==> src/rtl/instr_fetch_if.sv <==
// Fetch-stage bus: instruction ROM address/data, hazard and redirect
// controls coming back from decode/execute, and the IF/ID outputs with
// the debug counters.
interface instr_fetch_if #(
    parameter int WIDTH = 16,
    parameter int CNT_W = 16
);
    logic [WIDTH-1:0] imem_addr;
    logic [WIDTH-1:0] imem_rdata;
    logic             stall;
    logic             redirect;
    logic [WIDTH-1:0] redirect_base;
    logic [WIDTH-1:0] redirect_offset;
    logic [WIDTH-1:0] if_instr;
    logic [WIDTH-1:0] if_pc;
    logic             if_valid;
    logic [CNT_W-1:0] fetch_count;
    logic [CNT_W-1:0] redirect_count;

    // The fetch stage itself.
    modport master (
        output imem_addr,
        input  imem_rdata,
        input  stall,
        input  redirect,
        input  redirect_base,
        input  redirect_offset,
        output if_instr,
        output if_pc,
        output if_valid,
        output fetch_count,
        output redirect_count
    );

    // The surrounding pipeline and ROM.
    modport slave (
        input  imem_addr,
        output imem_rdata,
        output stall,
        output redirect,
        output redirect_base,
        output redirect_offset,
        input  if_instr,
        input  if_pc,
        input  if_valid,
        input  fetch_count,
        input  redirect_count
    );
endinterface

==> src/rtl/instr_fetch.sv <==
// Fetch stage of the 16-bit three-stage pipeline: owns the PC, addresses
// the combinational instruction ROM, fills the IF/ID register, applies
// branch/jump redirects and hazard stalls, and keeps saturating debug
// counters for fetches and redirects.
module instr_fetch #(
    parameter int               WIDTH    = 16,
    parameter logic [WIDTH-1:0] RESET_PC = 16'h0000,
    parameter logic [WIDTH-1:0] NOP      = 16'h0000,
    parameter int               CNT_W    = 16
) (
    input  logic          clk,
    input  logic          reset,
    instr_fetch_if.master bus
);

    logic [WIDTH-1:0] pc_q,       pc_d;
    logic [WIDTH-1:0] instr_q,    instr_d;
    logic [WIDTH-1:0] ifpc_q,     ifpc_d;
    logic             valid_q,    valid_d;
    logic [CNT_W-1:0] fcnt_q,     fcnt_d;
    logic [CNT_W-1:0] rcnt_q,     rcnt_d;

    // The ROM address is the PC register itself, so stall and redirect
    // never reach imem_addr combinationally.
    assign bus.imem_addr      = pc_q;
    assign bus.if_instr       = instr_q;
    assign bus.if_pc          = ifpc_q;
    assign bus.if_valid       = valid_q;
    assign bus.fetch_count    = fcnt_q;
    assign bus.redirect_count = rcnt_q;

    // Next-state selection with priority redirect > stall > normal fetch;
    // a redirect flushes IF/ID, so a coincident stall is irrelevant.
    always_comb begin
        pc_d    = pc_q;
        instr_d = instr_q;
        ifpc_d  = ifpc_q;
        valid_d = valid_q;
        fcnt_d  = fcnt_q;
        rcnt_d  = rcnt_q;
        if (bus.redirect) begin
            pc_d    = bus.redirect_base + bus.redirect_offset;
            instr_d = NOP;
            valid_d = 1'b0;
            if (rcnt_q != '1) begin
                rcnt_d = rcnt_q + 1'b1;
            end
        end else if (!bus.stall) begin
            pc_d    = pc_q + 1'b1;
            instr_d = bus.imem_rdata;
            ifpc_d  = pc_q;
            valid_d = 1'b1;
            if (fcnt_q != '1) begin
                fcnt_d = fcnt_q + 1'b1;
            end
        end
    end

    // PC, IF/ID register and counters, cleared asynchronously by reset.
    always_ff @(posedge clk or posedge reset) begin
        if (reset) begin
            pc_q    <= RESET_PC;
            instr_q <= NOP;
            ifpc_q  <= '0;
            valid_q <= 1'b0;
            fcnt_q  <= '0;
            rcnt_q  <= '0;
        end else begin
            pc_q    <= pc_d;
            instr_q <= instr_d;
            ifpc_q  <= ifpc_d;
            valid_q <= valid_d;
            fcnt_q  <= fcnt_d;
            rcnt_q  <= rcnt_d;
        end
    end

endmodule

==> src/flat_wrapper.sv <==
// flat-port wrapper written by rule: the top's interface ports become plain ports
module instr_fetch_flat 
#(
    parameter int               WIDTH    = 16,
    parameter logic [WIDTH-1:0] RESET_PC = 16'h0000,
    parameter logic [WIDTH-1:0] NOP      = 16'h0000,
    parameter int               CNT_W    = 16
)
  (clk, reset, bus_imem_addr, bus_imem_rdata, bus_stall, bus_redirect, bus_redirect_base, bus_redirect_offset, bus_if_instr, bus_if_pc, bus_if_valid, bus_fetch_count, bus_redirect_count);
  instr_fetch_if #(.WIDTH(WIDTH), .CNT_W(CNT_W)) bus_i ();
  input  logic clk;
  input  logic reset;
  output wire logic [$bits(bus_i.imem_addr)-1:0] bus_imem_addr;
  input wire logic [$bits(bus_i.imem_rdata)-1:0] bus_imem_rdata;
  input wire logic [$bits(bus_i.stall)-1:0] bus_stall;
  input wire logic [$bits(bus_i.redirect)-1:0] bus_redirect;
  input wire logic [$bits(bus_i.redirect_base)-1:0] bus_redirect_base;
  input wire logic [$bits(bus_i.redirect_offset)-1:0] bus_redirect_offset;
  output wire logic [$bits(bus_i.if_instr)-1:0] bus_if_instr;
  output wire logic [$bits(bus_i.if_pc)-1:0] bus_if_pc;
  output wire logic [$bits(bus_i.if_valid)-1:0] bus_if_valid;
  output wire logic [$bits(bus_i.fetch_count)-1:0] bus_fetch_count;
  output wire logic [$bits(bus_i.redirect_count)-1:0] bus_redirect_count;
  assign bus_imem_addr = bus_i.imem_addr;
  assign bus_i.imem_rdata = bus_imem_rdata;
  assign bus_i.stall = bus_stall;
  assign bus_i.redirect = bus_redirect;
  assign bus_i.redirect_base = bus_redirect_base;
  assign bus_i.redirect_offset = bus_redirect_offset;
  assign bus_if_instr = bus_i.if_instr;
  assign bus_if_pc = bus_i.if_pc;
  assign bus_if_valid = bus_i.if_valid;
  assign bus_fetch_count = bus_i.fetch_count;
  assign bus_redirect_count = bus_i.redirect_count;
  instr_fetch #(.WIDTH(WIDTH), .RESET_PC(RESET_PC), .NOP(NOP), .CNT_W(CNT_W)) u_core (.clk(clk), .reset(reset), .bus(bus_i));
endmodule
==> config.mk <==
export PLATFORM = sky130hd
export DESIGN_NAME = instr_fetch_flat
export DESIGN_NICKNAME = d
export VERILOG_FILES = /design/src/rtl/instr_fetch_if.sv /design/src/rtl/instr_fetch.sv /design/src/flat_wrapper.sv
export SDC_FILE = /design/constraint.sdc
export NUM_CORES = 1
export LEC_CHECK = 0
export CAP_MARGIN = 15
export CORE_ASPECT_RATIO = 1.5
export CORE_MARGIN = 2
export CORE_UTILIZATION = 43
export DETAILED_ROUTE_END_ITERATION = 10
export GPL_ROUTABILITY_DRIVEN = 1
export PLACE_DENSITY = 0.81
export SYNTH_ARGS = -nofsm -noshare
export SYNTH_HDL_FRONTEND = slang
export SYNTH_SLANG_ARGS = --single-unit
==> constraint.sdc <==
create_clock -name clk -period 3.2 [get_ports clk]
set_clock_uncertainty 0.2 [all_clocks]
set_input_delay 0.96 -clock clk [delete_from_list [all_inputs] [get_ports clk]]
set_output_delay 0.96 -clock clk [all_outputs]
set_load 0.01 [all_outputs]
; Yosys cells after proc, flatten, opt, wreduce, memory -nomap -nowiden
; Index checks and enable logic that the tools add are counted.
; Widths: inputs -> output; s select.
[op_classes]
addsub = 4
eq_ne = 3
n_mux = 6
n_bitwise = 2
reduce_logical = 3
[ops]
columns = cell, n
row1 = $mux 16, 4
row2 = $add 16x1->16 const B, 3
row3 = $ne 16x16->1 const B, 2
row4 = $add 16x16->16, 1
row5 = $reduce_and 2->1, 2
row6 = $reduce_and 3->1, 1
row7 = $mux 1, 2
row8 = $ne 2x1->1 const B, 1
row9 = $not 1->1, 2
[totals]
register_bits = 81
input_bits = 52
out_inout_bits = 81
word_cells = 24

; Logic depth before layout (Yosys ltp)
[depth]
ltp_word = 3
ltp_mapped = 8
depth_no_buf = 8

; Worst setup path before layout
; OpenSTA, ideal clock, no wires.
[synth_path]
path_kind = input to register
from = in bus_redirect_offset[0]
to = reg u_core.pc_q[8] (netlist: u_core.bus.imem_addr[8])
setup_time_ns = 0.137
t_arrival_ns = 2.446
required_ns = 2.863
path_slack_ns = 0.417
stages = 8
n_path_buf = 0
cell_sequence = ha_1 -> fa_1 -> a21o_1 -> a21oi_1 -> o21ai_0 -> a31oi_1 -> xor2_1 -> a21oi_1
[synth_via]
elab_chain_len = 2
[synth_lines]
columns = item, line
row1 = start: declaration, flat_wrapper.sv:18  ; input wire logic [$bits(bus_i.redirect_offset)-1:0] bus_redirect_offset;
row2 = $add 16x16->16, instr_fetch.sv:42  ; pc_d = bus.redirect_base + bus.redirect_offset;
row3 = $mux 16, instr_fetch.sv:41  ; if (bus.redirect) begin
row4 = end signal: assignment, instr_fetch.sv:69  ; pc_q <= pc_d;
row5 = end: declaration, instr_fetch.sv:16  ; logic [WIDTH-1:0] pc_q, pc_d;
; No other way between the ends.
; A chain may end at the register's enable or synchronous reset.

; Final worst setup path
[layout_path]
from = in bus_redirect_offset[0]
to = reg u_core.pc_q[12] (netlist: u_core.bus.imem_addr[12])
; The elaborated chain is that of the path after synthesis.

==> impl_metrics.toml <==
[global_routing]
grt_pass1_vias = 3717
grt_pass1_wl_um = 17260
grt_max_degree = 82
grt_usage_pct = 19.70
antenna_found_initial = 0
grt_overflow = 0

[finish]
stdcell_count = 679
final_common_cell = "clkdlybuf4s50_1"
final_cell_mix = "131 x clkdlybuf4s50_1, 81 x dfrtp_1, 44 x nor2_1, 34 x xnor2_1, 29 x nand2_1"
finish.instance_area_mm2 = 0.006223
area_growth_pct = 43.18
diodes = 0
drive_above_1_share_pct = 12.81
post-route-util_pct = 62.45
nets = 629

[power]
power_switching_share_pct = 30.66
peakVddDrop_v = 0.0004808
clock_power_share_pct = 28.1
p_int_mw = 2.496
p_leak_nw = 2.713
p_per_area_mw_per_mm2 = 578.3
power_switching_mw = 1.103
share_comb_of_total_power_pct = 31.9
pwr-share-seq_pct = 40.0

[cts]
cts_hold_buf = 0
cts_sinks = 81
htreeDepth = 3
root_buffer = "clkbuf_16"
post_cts_buffers = 0
clk_latency_ns = 0.33
clkTransAtPathRegs_ns = 0.06
clock_path_buffers = 2
ctsResizeCount = 0
cts_tree = "done"
cts_buffers = 9

[place]
pre_cts_ws_ns = -0.1342
dp_hpwl_um = 7995
port_buffers = 132
dpl.cell_count = 664
placed_cell_area_mm2 = 0.005928
gp_congestion = 0.8746

[worst_setup_path]
path_class = "in -> reg"
startpoint_type = "input port"
worstPathMaxFanout = 5
r2r-start = "u_core.bus.fetch_count[0]"
required_ns = 3.21
arrival_ns = 3.06
regToRegSetupSlack_ns = 1.00
r2r-end = "u_core.bus.fetch_count[7]"
worstRegToRegCells = 7
end_kind = "flip-flop"

[flow_run]
max_cap_violations = 0

[route]
viasPerCell = 5.320
antenna_left = 0
drt_iter0_drc = 114
drt-pass1-iter-count = 6
via_count = 3612
wl_um = 10550
drc = 0
avgRoutedWirePerCell_um = 15.54

[synthesis]
ys_async_sr_fraction_pct = 100.0
synth_seq_cells = 81
syn_area_per_cell_um2 = 10.71
syn-num-nets = 477
netlist.area_leader.share_pct = 46.63
ys_types = 52
synth_edf_count = 0
ys_seq_area_share_pct = 46.63
synth.area.top_cells = "dfrtp_1 47%, xnor2_1 6.9%, ha_1 5.2%"
synth_largest_area_cell = "dfrtp_1"
synth_ff_type = "dfrtp_1"
syn_area_mm2 = 0.004347
synth_warnings = 0
syn_inst = 406

[floorplan]
num_rows = 45
die_area_mm2 = 0.01095
start_util_pct = 43.62
die-height_um = 127.1
die_w_um = 86.09
ioPinCount = 133
coreArea_mm2 = 0.009966

[timing]
slew_headroom_pct = 70.95
post-route-worst-setup-slack_ns = 0.1543
holdWs_ns = 0.2835
fmax_mhz = 328.3
finalCriticalPeriod_ns = 3.046
setup_violations = 0
hold_viol = 0
finalCritPeriodShare_pct = 95.18
rsz0062_at_grt = "no"
worst_pin_slew_ns = 0.4324
maxSlewViolCount = 0

[worst_hold_path]
min_to = "u_core.bus.redirect_count[5]"
hp-class = "reg -> reg"
worstHoldStart = "u_core.bus.redirect_count[5]"
hold_path_depth = 1

[run_status]
status = "finished, final reports clean"
-- Yosys cell counts, drive strengths merged (6+ instances only) --
| master | count |
|---|---|
| dfrtp | 81 |
| nor2 | 45 |
| xnor2 | 34 |
| nand2 | 31 |
| a21oi | 23 |
| nand3 | 21 |
| xor2 | 21 |
| ha | 18 |
| mux2 | 18 |
| mux2i | 18 |
| nand4 | 12 |
| o21ai | 11 |
| inv | 10 |
| nor3 | 7 |
| buf | 6 |
-- metal layers --
metal  wire, um  share of wire [%]  track usage, %  vias up
met2       5617                 53           35.84      112
met4        250                2.4           8.030        0
met3        529                5.0           3.230       20
met5          0                  0               0        -
li1           -                  -               -     1731
met1       4155                 39           22.52     1749
-- cells by family after synthesis --
logic type | share of synthesized area [%]
buf+inv | 1.957
simple gates | 15.11
xor+xnor | 11.08
mux | 8.808
flops | 46.63
fa+ha+maj | 5.642
compound gates | 10.77
-- through the flow --
stage | TNS [ns] | power (mW)
floorplan | 0 | 1.963
global placement | -0.1109 | 2.560
detailed placement | -0.3842 | 2.604
CTS | 0 | 3.635
global route | 0 | 3.785
finish | 0 | 3.599
-- power by group through the flow --
stage	clock network (mW)	logic [mW]	registers, mW
finish	1.01	1.15	1.44
global route	1.06	1.25	1.47
detailed placement	0	1.15	1.45
floorplan	0	0.461	1.50
CTS	1.03	1.16	1.44
global placement	0	1.12	1.44
-- registers in the layout, summed over array words and instances, names as in the netlist --
| signal | cells |
|---|---|
| u_core.bus.redirect_count | 16 |
| u_core.bus.if_valid | 1 |
| u_core.bus.imem_addr | 16 |
| u_core.bus.if_instr | 16 |
| u_core.bus.fetch_count | 16 |
| u_core.bus.if_pc | 16 |
-- layout make-up --
| cell class | count | area [um2] |
|---|---|---|
| Inverter | 10 | 41.29 |
| Fill cell | 811 | 3742 |
| Clock inverter | 5 | 56.30 |
| Timing Repair Buffer | 152 | 1479 |
| Multi-Input combinational cell | 304 | 2235 |
| Tap cell | 117 | 146.4 |
| Clock buffer | 10 | 239.0 |
| Sequential cell | 81 | 2027 |
-- worst max-delay path, stage by stage --
cell and delay [ns]:
clkdlybuf4s50_1 0.40, ha_1 0.23, fa_1 0.39, a21o_1 0.21, nand4_1 0.11, a21oi_1 0.09
o22ai_2 0.24, nor2_1 0.09, a311oi_1 0.34
-- how the worst max path moves through the flow --
stage	start	to	cells past startpoint
after detailed placement	bus_redirect_offset[0]	u_core.bus.imem_addr[12]	9
final	bus_redirect_offset[0]	u_core.bus.imem_addr[12]	9
after floorplan	bus_redirect_offset[0]	u_core.bus.imem_addr[8]	8
after global routing	bus_redirect_offset[0]	u_core.bus.imem_addr[12]	9
after global placement	bus_redirect_offset[0]	u_core.bus.imem_addr[14]	9
after CTS	bus_redirect_offset[0]	u_core.bus.imem_addr[12]	9
Power figures use the tool's default switching activity.
